`config.mk`:
```
export PLATFORM = sky130hd
export DESIGN_NAME = uart_apb_master
export DESIGN_NICKNAME = d
export VERILOG_FILES = /design/src/rtl/uart_apb_master.sv
export SDC_FILE = /design/constraint.sdc
export NUM_CORES = 1
export LEC_CHECK = 0
export BUFFER_PORTS_ARGS = -buffer_cell sky130_fd_sc_hd__buf_2
export CORE_MARGIN = 1.5
export CORE_UTILIZATION = 45
export CTS_CLUSTER_DIAMETER = 40
export DETAILED_ROUTE_END_ITERATION = 10
export PLACE_DENSITY_LB_ADDON = 0.15
export SLEW_MARGIN = 20
export SYNTH_ARGS = -nofsm -noshare
export SYNTH_HDL_FRONTEND = slang
export SYNTH_SLANG_ARGS = --single-unit
```
`constraint.sdc`:
```
create_clock -name PCLK -period 1.6 [get_ports PCLK]
set_input_delay 0.16 -clock PCLK [delete_from_list [all_inputs] [get_ports PCLK]]
set_output_delay 0.16 -clock PCLK [all_outputs]
set_load 0.05 [all_outputs]
```
`src/rtl/uart_apb_master.sv`:
```
// uart_apb_master
// APB3 initiator for the fabric UART register block. Takes one register
// command at a time on a valid/ready port, runs it as a SETUP/ACCESS
// transfer (wait states while PREADY is low) and reports the result on a
// one-cycle response strobe with held read data and error flags.
//
// Optional feature: define UART_APB_MASTER_TIMEOUT_EN to abort an ACCESS
// phase after TIMEOUT_CYCLES consecutive PREADY-low cycles. Without it no
// counter is built, ACCESS waits forever and RSP_TIMEOUT stays 0.
module uart_apb_master #(
    parameter int ADDR_WIDTH     = 5,
    parameter int DATA_WIDTH     = 8,
    parameter int TIMEOUT_CYCLES = 255
) (
    input  logic                  PCLK,
    input  logic                  PRESETN,
    input  logic                  CMD_VALID,
    output logic                  CMD_READY,
    input  logic                  CMD_WRITE,
    input  logic [ADDR_WIDTH-1:0] CMD_ADDR,
    input  logic [DATA_WIDTH-1:0] CMD_WDATA,
    output logic                  RSP_VALID,
    output logic [DATA_WIDTH-1:0] RSP_RDATA,
    output logic                  RSP_ERR,
    output logic                  RSP_TIMEOUT,
    output logic                  PSEL,
    output logic                  PENABLE,
    output logic                  PWRITE,
    output logic [ADDR_WIDTH-1:0] PADDR,
    output logic [DATA_WIDTH-1:0] PWDATA,
    input  logic [DATA_WIDTH-1:0] PRDATA,
    input  logic                  PREADY,
    input  logic                  PSLVERR
);

    typedef enum logic [1:0] {
        IDLE   = 2'd0,
        SETUP  = 2'd1,
        ACCESS = 2'd2
    } state_t;

    state_t                  state_r;
    state_t                  state_next_s;
    logic                    psel_r;
    logic                    penable_r;
    logic                    pwrite_r;
    logic [ADDR_WIDTH-1:0]   paddr_r;
    logic [DATA_WIDTH-1:0]   pwdata_r;
    logic                    rsp_valid_r;
    logic [DATA_WIDTH-1:0]   rsp_rdata_r;
    logic                    rsp_err_r;
    logic                    rsp_timeout_r;
    logic                    accept_s;
    logic                    done_s;
    logic                    abort_s;

    assign accept_s = (state_r == IDLE) && CMD_VALID;
    assign done_s   = (state_r == ACCESS) && PREADY;

`ifdef UART_APB_MASTER_TIMEOUT_EN
    localparam int              CNT_W    = $clog2(TIMEOUT_CYCLES + 1);
    localparam logic [CNT_W-1:0] CNT_ONE  = CNT_W'(1);
    localparam logic [CNT_W-1:0] CNT_MAX  = CNT_W'(TIMEOUT_CYCLES);
    localparam logic [CNT_W-1:0] CNT_LAST = CNT_W'(TIMEOUT_CYCLES - 1);

    logic [CNT_W-1:0] wait_cnt_r;

    // Wait counter: cleared on the way into ACCESS, counts PREADY-low ACCESS cycles, saturating.
    always_ff @(posedge PCLK or negedge PRESETN) begin
        if (!PRESETN) begin
            wait_cnt_r <= '0;
        end else if (state_r == SETUP) begin
            wait_cnt_r <= '0;
        end else if ((state_r == ACCESS) && !PREADY && (wait_cnt_r != CNT_MAX)) begin
            wait_cnt_r <= wait_cnt_r + CNT_ONE;
        end else begin
            wait_cnt_r <= wait_cnt_r;
        end
    end

    // The current cycle is the TIMEOUT_CYCLES-th low one when the count already holds one less.
    assign abort_s = (state_r == ACCESS) && !PREADY && (wait_cnt_r == CNT_LAST);
`else
    assign abort_s = 1'b0;
`endif

    // Next-state decode for the IDLE/SETUP/ACCESS sequencer.
    always_comb begin
        state_next_s = state_r;
        case (state_r)
            IDLE: begin
                if (CMD_VALID) begin
                    state_next_s = SETUP;
                end else begin
                    state_next_s = IDLE;
                end
            end
            SETUP: begin
                state_next_s = ACCESS;
            end
            ACCESS: begin
                if (done_s || abort_s) begin
                    state_next_s = IDLE;
                end else begin
                    state_next_s = ACCESS;
                end
            end
            default: begin
                state_next_s = IDLE;
            end
        endcase
    end

    // State register plus PSEL/PENABLE registered from the next state so they line up with it.
    always_ff @(posedge PCLK or negedge PRESETN) begin
        if (!PRESETN) begin
            state_r   <= IDLE;
            psel_r    <= 1'b0;
            penable_r <= 1'b0;
        end else begin
            state_r   <= state_next_s;
            psel_r    <= (state_next_s != IDLE);
            penable_r <= (state_next_s == ACCESS);
        end
    end

    // Capture the command on handshake; held through the transfer and afterwards in IDLE.
    always_ff @(posedge PCLK or negedge PRESETN) begin
        if (!PRESETN) begin
            pwrite_r <= 1'b0;
            paddr_r  <= '0;
            pwdata_r <= '0;
        end else if (accept_s) begin
            pwrite_r <= CMD_WRITE;
            paddr_r  <= CMD_ADDR;
            pwdata_r <= CMD_WDATA;
        end else begin
            pwrite_r <= pwrite_r;
            paddr_r  <= paddr_r;
            pwdata_r <= pwdata_r;
        end
    end

    // Response: one-cycle strobe after completion; data and flags hold until the next one.
    always_ff @(posedge PCLK or negedge PRESETN) begin
        if (!PRESETN) begin
            rsp_valid_r   <= 1'b0;
            rsp_rdata_r   <= '0;
            rsp_err_r     <= 1'b0;
            rsp_timeout_r <= 1'b0;
        end else if (done_s) begin
            rsp_valid_r   <= 1'b1;
            rsp_rdata_r   <= pwrite_r ? '0 : PRDATA;
            rsp_err_r     <= PSLVERR;
            rsp_timeout_r <= 1'b0;
        end else if (abort_s) begin
            rsp_valid_r   <= 1'b1;
            rsp_rdata_r   <= '0;
            rsp_err_r     <= 1'b1;
            rsp_timeout_r <= 1'b1;
        end else begin
            rsp_valid_r   <= 1'b0;
            rsp_rdata_r   <= rsp_rdata_r;
            rsp_err_r     <= rsp_err_r;
            rsp_timeout_r <= rsp_timeout_r;
        end
    end

    assign CMD_READY   = (state_r == IDLE);
    assign PSEL        = psel_r;
    assign PENABLE     = penable_r;
    assign PWRITE      = pwrite_r;
    assign PADDR       = paddr_r;
    assign PWDATA      = pwdata_r;
    assign RSP_VALID   = rsp_valid_r;
    assign RSP_RDATA   = rsp_rdata_r;
    assign RSP_ERR     = rsp_err_r;
    assign RSP_TIMEOUT = rsp_timeout_r;

endmodule

```
==> flow_summary.yaml, run 1 <==
grt:
  grt_pass1_vias: 632
  antenna_found_initial: 0
  grt_pass1_wl_um: 2760
  gr-usage-all-layers_pct: 13.9
  grt_max_degree: 29
  grt_overflow: 0
sta:
  finalCritPeriodShare_pct: 91.4
  maxSlewHeadroom_pct: 60.1
  drv_slew: 0
  finalClockSkew_ns: 0.00345
  tns_ns: 0
  hold_violations: 0
  period_needed_ns: 1.46
  worstMarginPinSlew_ns: 0.599
  fmax_mhz: 684
  rsz0062_at_grt: "false"
  setup_viol: 0
routing:
  firstDrtPassIters: 2
  wl_per_cell_um: 12.1
  via_count: 730
  antenna_left: 0
  drt_iter0_drc: 2
  drc: 0
  via_per_inst: 4.65
  wirelength_um: 1910
place:
  dp_hpwl_um: 1410
  portBuffers: 53
  gp_congestion: 0.669
setup_path:
  slowest_delay_ns: 0.50
  crit_fanout: 10
  r2r_start: "state_r[0]$_DFF_PN0_"
  crit_path_end: "RSP_ERR$_DFFE_PN0P_"
  cp-end-kind: "flop"
  critPathKind: "reg2reg"
  path_buf_inv: 0
  critPathRequiredTime_ns: 1.81
  cp_cell_sequence: "and3b_1 > mux2_2"
  cp.depth: 2
  cp_top_family: "simple AND/OR/NAND/NOR gates"
  reg2reg_to: "RSP_ERR$_DFFE_PN0P_"
  r2r_slack_ns: 0.14
  startpoint_type: "flop"
  critPathSlowestCell: "and3b_1"
  r2r_cells: 2
  cp-startpoint: "state_r[0]$_DFF_PN0_"
  cp.arrival_ns: 1.67
clocking:
  post_cts_buffers: 0
  cts_sinks: 28
  cts_tree: "done"
  cts_root_buffer: "clkbuf_4"
  clk_latency_ns: 0.31
  cts_buffer_depth: 2
  clk_pin_slew_worst_paths_ns: 0.14
  htree_levels: 1
  numCtsBuffers: 3
  ctsResizeCount: 0
logic_synthesis:
  syn_area_um2: 1150
  yosysSeqAreaShare_pct: 61.0
  yosysMostFrequentCell: "dfrtp_1"
  synth_top_area_share_pct: 61.0
  ys_ff_latch: 28
  synth-xor-area-share_pct: 0
  synth_common_cells: "dfrtp_1 (28), mux2_2 (14), mux2_4 (9)"
  synth_top_cell_by_area: "dfrtp_1"
  yosys.area_share.adder_pct: 0
  avgSynthCellArea_um2: 16.0
  syn_nets: 99
  ys_warn_count: 0
  synth_top_family_by_area: "multiplexers"
  yosys.area_share.simple_pct: 8.17
  synthTopCellsByArea: "dfrtp_1 (61%), mux2_2 (14%), mux2_4 (12%), nor2b_1 (4.4%), buf_12 (1.7%)"
  postSynthCellCount: 72
  synth-compound-area-share_pct: 1.31
  synth_mux_area_share_pct: 25.5
  async_flop_share_pct: 100
  synth-edff-count: 0
  ys_types: 14
  synth_top_flop_cell: "dfrtp_1"
floorplanning:
  coreArea_um2: 2450
  io_pins: 55
  fp.dieW_um: 53.5
  placementRows: 18
  die_h_um: 53.5
  initial_core_util_pct: 46.8
  die-area_um2: 2860
cells_and_area:
  synthToLayoutAreaGrowth_pct: 27.6
  final_nets: 156
  drive_above_1_share_pct: 64.6
  antenna-diode-count: 0
flow_run:
  drv_cap: 0
outcome:
  status: "finished, final reports clean"
worst_hold_path:
  hp-class: "in2reg"
-- registers in the layout (all words and copies together), names as in the netlist --
name,flops
PSEL,1
PWRITE,1
RSP_ERR,1
PWDATA,8
RSP_VALID,1
state_r,2
PADDR,5
RSP_RDATA,8
PENABLE,1
-- per-stage QoR --
stage	setup WS [ns]	util [%]	cell area, µm²	cells	hold slack (ns)
floorplan	0.229	-	1150	72	-0.136
global placement	0.180	58.4	1430	153	0.199
detailed placement	0.132	58.4	1430	153	0.213
CTS	0.121	59.7	1470	157	0.0487
global route	0.0716	59.7	1470	157	0.0409
finish	0.138	59.7	1470	157	0.0628
-- timing repair --
item | CTS | global route
setup endpoints to repair | 0 | 0
hold buffers | 1 | 0
endpoints found under the hold margin | 28 | 0
-- logic make-up after synthesis --
logic type	after synthesis
compound gates	3
flops	28
other cells	1
simple gates	13
mux	23
buf+inv	4
-- area by class of cell --
| type | count | area (µm²) |
|---|---|---|
| clock buffers | 3 | 22.5 |
| well taps | 30 | 37.5 |
| multi-input cells | 40 | 405 |
| flip-flops and latches | 28 | 701 |
| inverters | 1 | 3.75 |
| fillers | 206 | 990 |
| repair buffers | 55 | 295 |
-- how the worst min path moves through the flow --
| stage | startpoint | end | slack (ns) | depth (start not counted) |
|---|---|---|---|---|
| floorplan | PRESETN | PADDR[0]$_DFFE_PN0P_ | -0.14 | 0 |
| global placement | PRESETN | RSP_ERR$_DFFE_PN0P_ | 0.20 | 1 |
| detailed placement | PRESETN | RSP_ERR$_DFFE_PN0P_ | 0.21 | 1 |
| CTS | CMD_ADDR[2] | PADDR[2]$_DFFE_PN0P_ | 0.05 | 2 |
| global route | CMD_WDATA[1] | PWDATA[1]$_DFFE_PN0P_ | 0.04 | 2 |
| finish | CMD_ADDR[1] | PADDR[1]$_DFFE_PN0P_ | 0.06 | 2 |
-- cell usage in the layout, fill, tap and decap left out, drive strengths merged --
cell type    instances
buf                 54
dfrtp               28
mux2                23
nor2b                8
o21ai                3
clkbuf               3
nor2                 2
nor3b                1
inv                  1
or3b                 1
and3b                1
conb                 1
dlygate4sd3          1
-- layer usage --
| metal | vias to the layer above | global-route usage (%) | part of all wire (%) |
|---|---|---|---|
| met5 | - | 0 | 0 |
| met4 | 0 | 7.69 | 0.63 |
| met3 | 2 | 3.11 | 8.5 |
| met2 | 35 | 22.6 | 48 |
| met1 | 339 | 16.9 | 43 |
| li1 | 354 | - | - |
Power of run 1 is left out: the tool's default activity adds up to more than one toggle a clock period on the data nets, which glitch-free logic cannot reach.
==> run 2: changes to the inputs <==
- CORE_UTILIZATION: 45 -> 35
==> flow_summary.yaml, run 2 (synthesis results as in run 1) <==
floorplanning:
  placementRows: 20
  coreArea_um2: 3080
  die-area_um2: 3630
  die_h_um: 60.3
  io_pins: 55
  fp.dieW_um: 60.3
  initial_core_util_pct: 37.3
grt:
  met3_usage_pct: 3.68
  grt_overflow: 0
  antenna_found_initial: 0
  grt_util_met1_pct: 13.4
  met2_usage_pct: 20.5
  gr-usage-all-layers_pct: 12.1
  grt_max_degree: 29
  busiest_layer: "met2"
  grt_pass1_vias: 761
  grt_pass1_wl_um: 3130
cells_and_area:
  register_area_um2: 701
  antenna-diode-count: 0
  final_nets: 156
  synthToLayoutAreaGrowth_pct: 30.3
  multi_input_comb_area_um2: 405
  final_cell_mix: "buf_2 (53), dfrtp_1 (28), mux2_2 (14), mux2_4 (9), nor2b_1 (8)"
  mostFrequentLayoutCell: "buf_2"
  drive_above_1_share_pct: 64.8
  fill_cells: 301
routing:
  antenna_left: 0
  via_per_inst: 4.33
  drc: 0
  wirelength_um: 1920
  via_count: 745
  wl_per_cell_um: 11.2
  drt_iter0_drc: 24
  firstDrtPassIters: 3
outcome:
  status: "finished, final reports clean"
setup_path:
  cp.arrival_ns: 1.69
  cp_top_family: "simple AND/OR/NAND/NOR gates"
  critPathSlowestCell: "and3b_1"
  cp-end-kind: "flop"
  critPathRequiredTime_ns: 1.81
  r2r_cells: 2
  slowest_delay_ns: 0.52
  path_buf_inv: 0
  critPathKind: "reg2reg"
  crit_fanout: 10
  cp_cell_sequence: "and3b_1 > mux2_2"
  startpoint_type: "flop"
  cp.depth: 2
sta:
  hold_violations: 0
  fmax_mhz: 677
  drv_slew: 0
  tns_ns: 0
  finalClockSkew_ns: 0.00763
  worstMarginPinSlew_ns: 0.597
  finalCritPeriodShare_pct: 92.4
  setup_viol: 0
  rsz0062_at_grt: "false"
  maxSlewHeadroom_pct: 60.2
  period_needed_ns: 1.48
place:
  gp_congestion: 0.625
  portBuffers: 53
  dp_hpwl_um: 1430
clocking:
  numCtsBuffers: 3
  clk_pin_slew_worst_paths_ns: 0.14
  cts_root_buffer: "clkbuf_4"
  ctsResizeCount: 0
  cts_tree: "done"
  cts_sinks: 28
  clk_latency_ns: 0.32
  cts_buffer_depth: 2
  htree_levels: 1
flow_run:
  drv_cap: 0
worst_hold_path:
  whs_path_depth: 2
  hp-class: "in2reg"
## run 2: cell types whose count changed in the layout (fill, tap and decap cells not counted)
cell	previous run	this run
clkbuf_8	0	1
## run 2: layer usage
metal	vias to the layer above	share of wire [%]
li1	353	-
met1	355	43
met2	35	48
met3	2	8.3
met4	0	0.88
met5	-	0
## run 2: area by class of cell
class	instances	area share [%]
Timing Repair Buffer	55	19.7
Sequential cell	28	46.8
Multi-Input combinational cell	40	27.1
Clock buffer	4	2.42
Inverter	1	0.251
Tap cell	44	3.68
## run 2: per-stage QoR
stage / util, % / worst slack [ns] / hold slack (ns) / instance area [µm²] / cells
after detailed placement: 47.1 / 0.130 / 0.209 / 1450 / 167
after CTS: 48.6 / 0.109 / 0.0449 / 1500 / 172
after global routing: 48.6 / 0.0410 / 0.0381 / 1500 / 172
final: 48.6 / 0.122 / 0.0579 / 1500 / 172
after floorplan: - / 0.229 / -0.136 / 1150 / 72
after global placement: 47.1 / 0.175 / 0.204 / 1450 / 167
## run 2: timing repair
item | 4_1_cts | 5_1_grt
buffers inserted | 0 | 0
endpoints found under the hold margin | 28 | 0
hold buffers | 1 | 0
## run 2: path summary, 6_finish.rpt
kind                                       endpoint  slack [ns]                     start
max                        RSP_RDATA[6]$_DFFE_PN0P_        0.12      state_r[0]$_DFF_PN0_
min                            PADDR[2]$_DFFE_PN0P_        0.06               CMD_ADDR[2]
max reg2reg                RSP_RDATA[6]$_DFFE_PN0P_        0.12      state_r[0]$_DFF_PN0_
min reg2reg                RSP_RDATA[2]$_DFFE_PN0P_        0.52  RSP_RDATA[2]$_DFFE_PN0P_
max in group asynchronous     PWDATA[0]$_DFFE_PN0P_        0.84                   PRESETN
min in group asynchronous  RSP_RDATA[1]$_DFFE_PN0P_        0.36                   PRESETN
Power of run 2 is left out for the same reason.
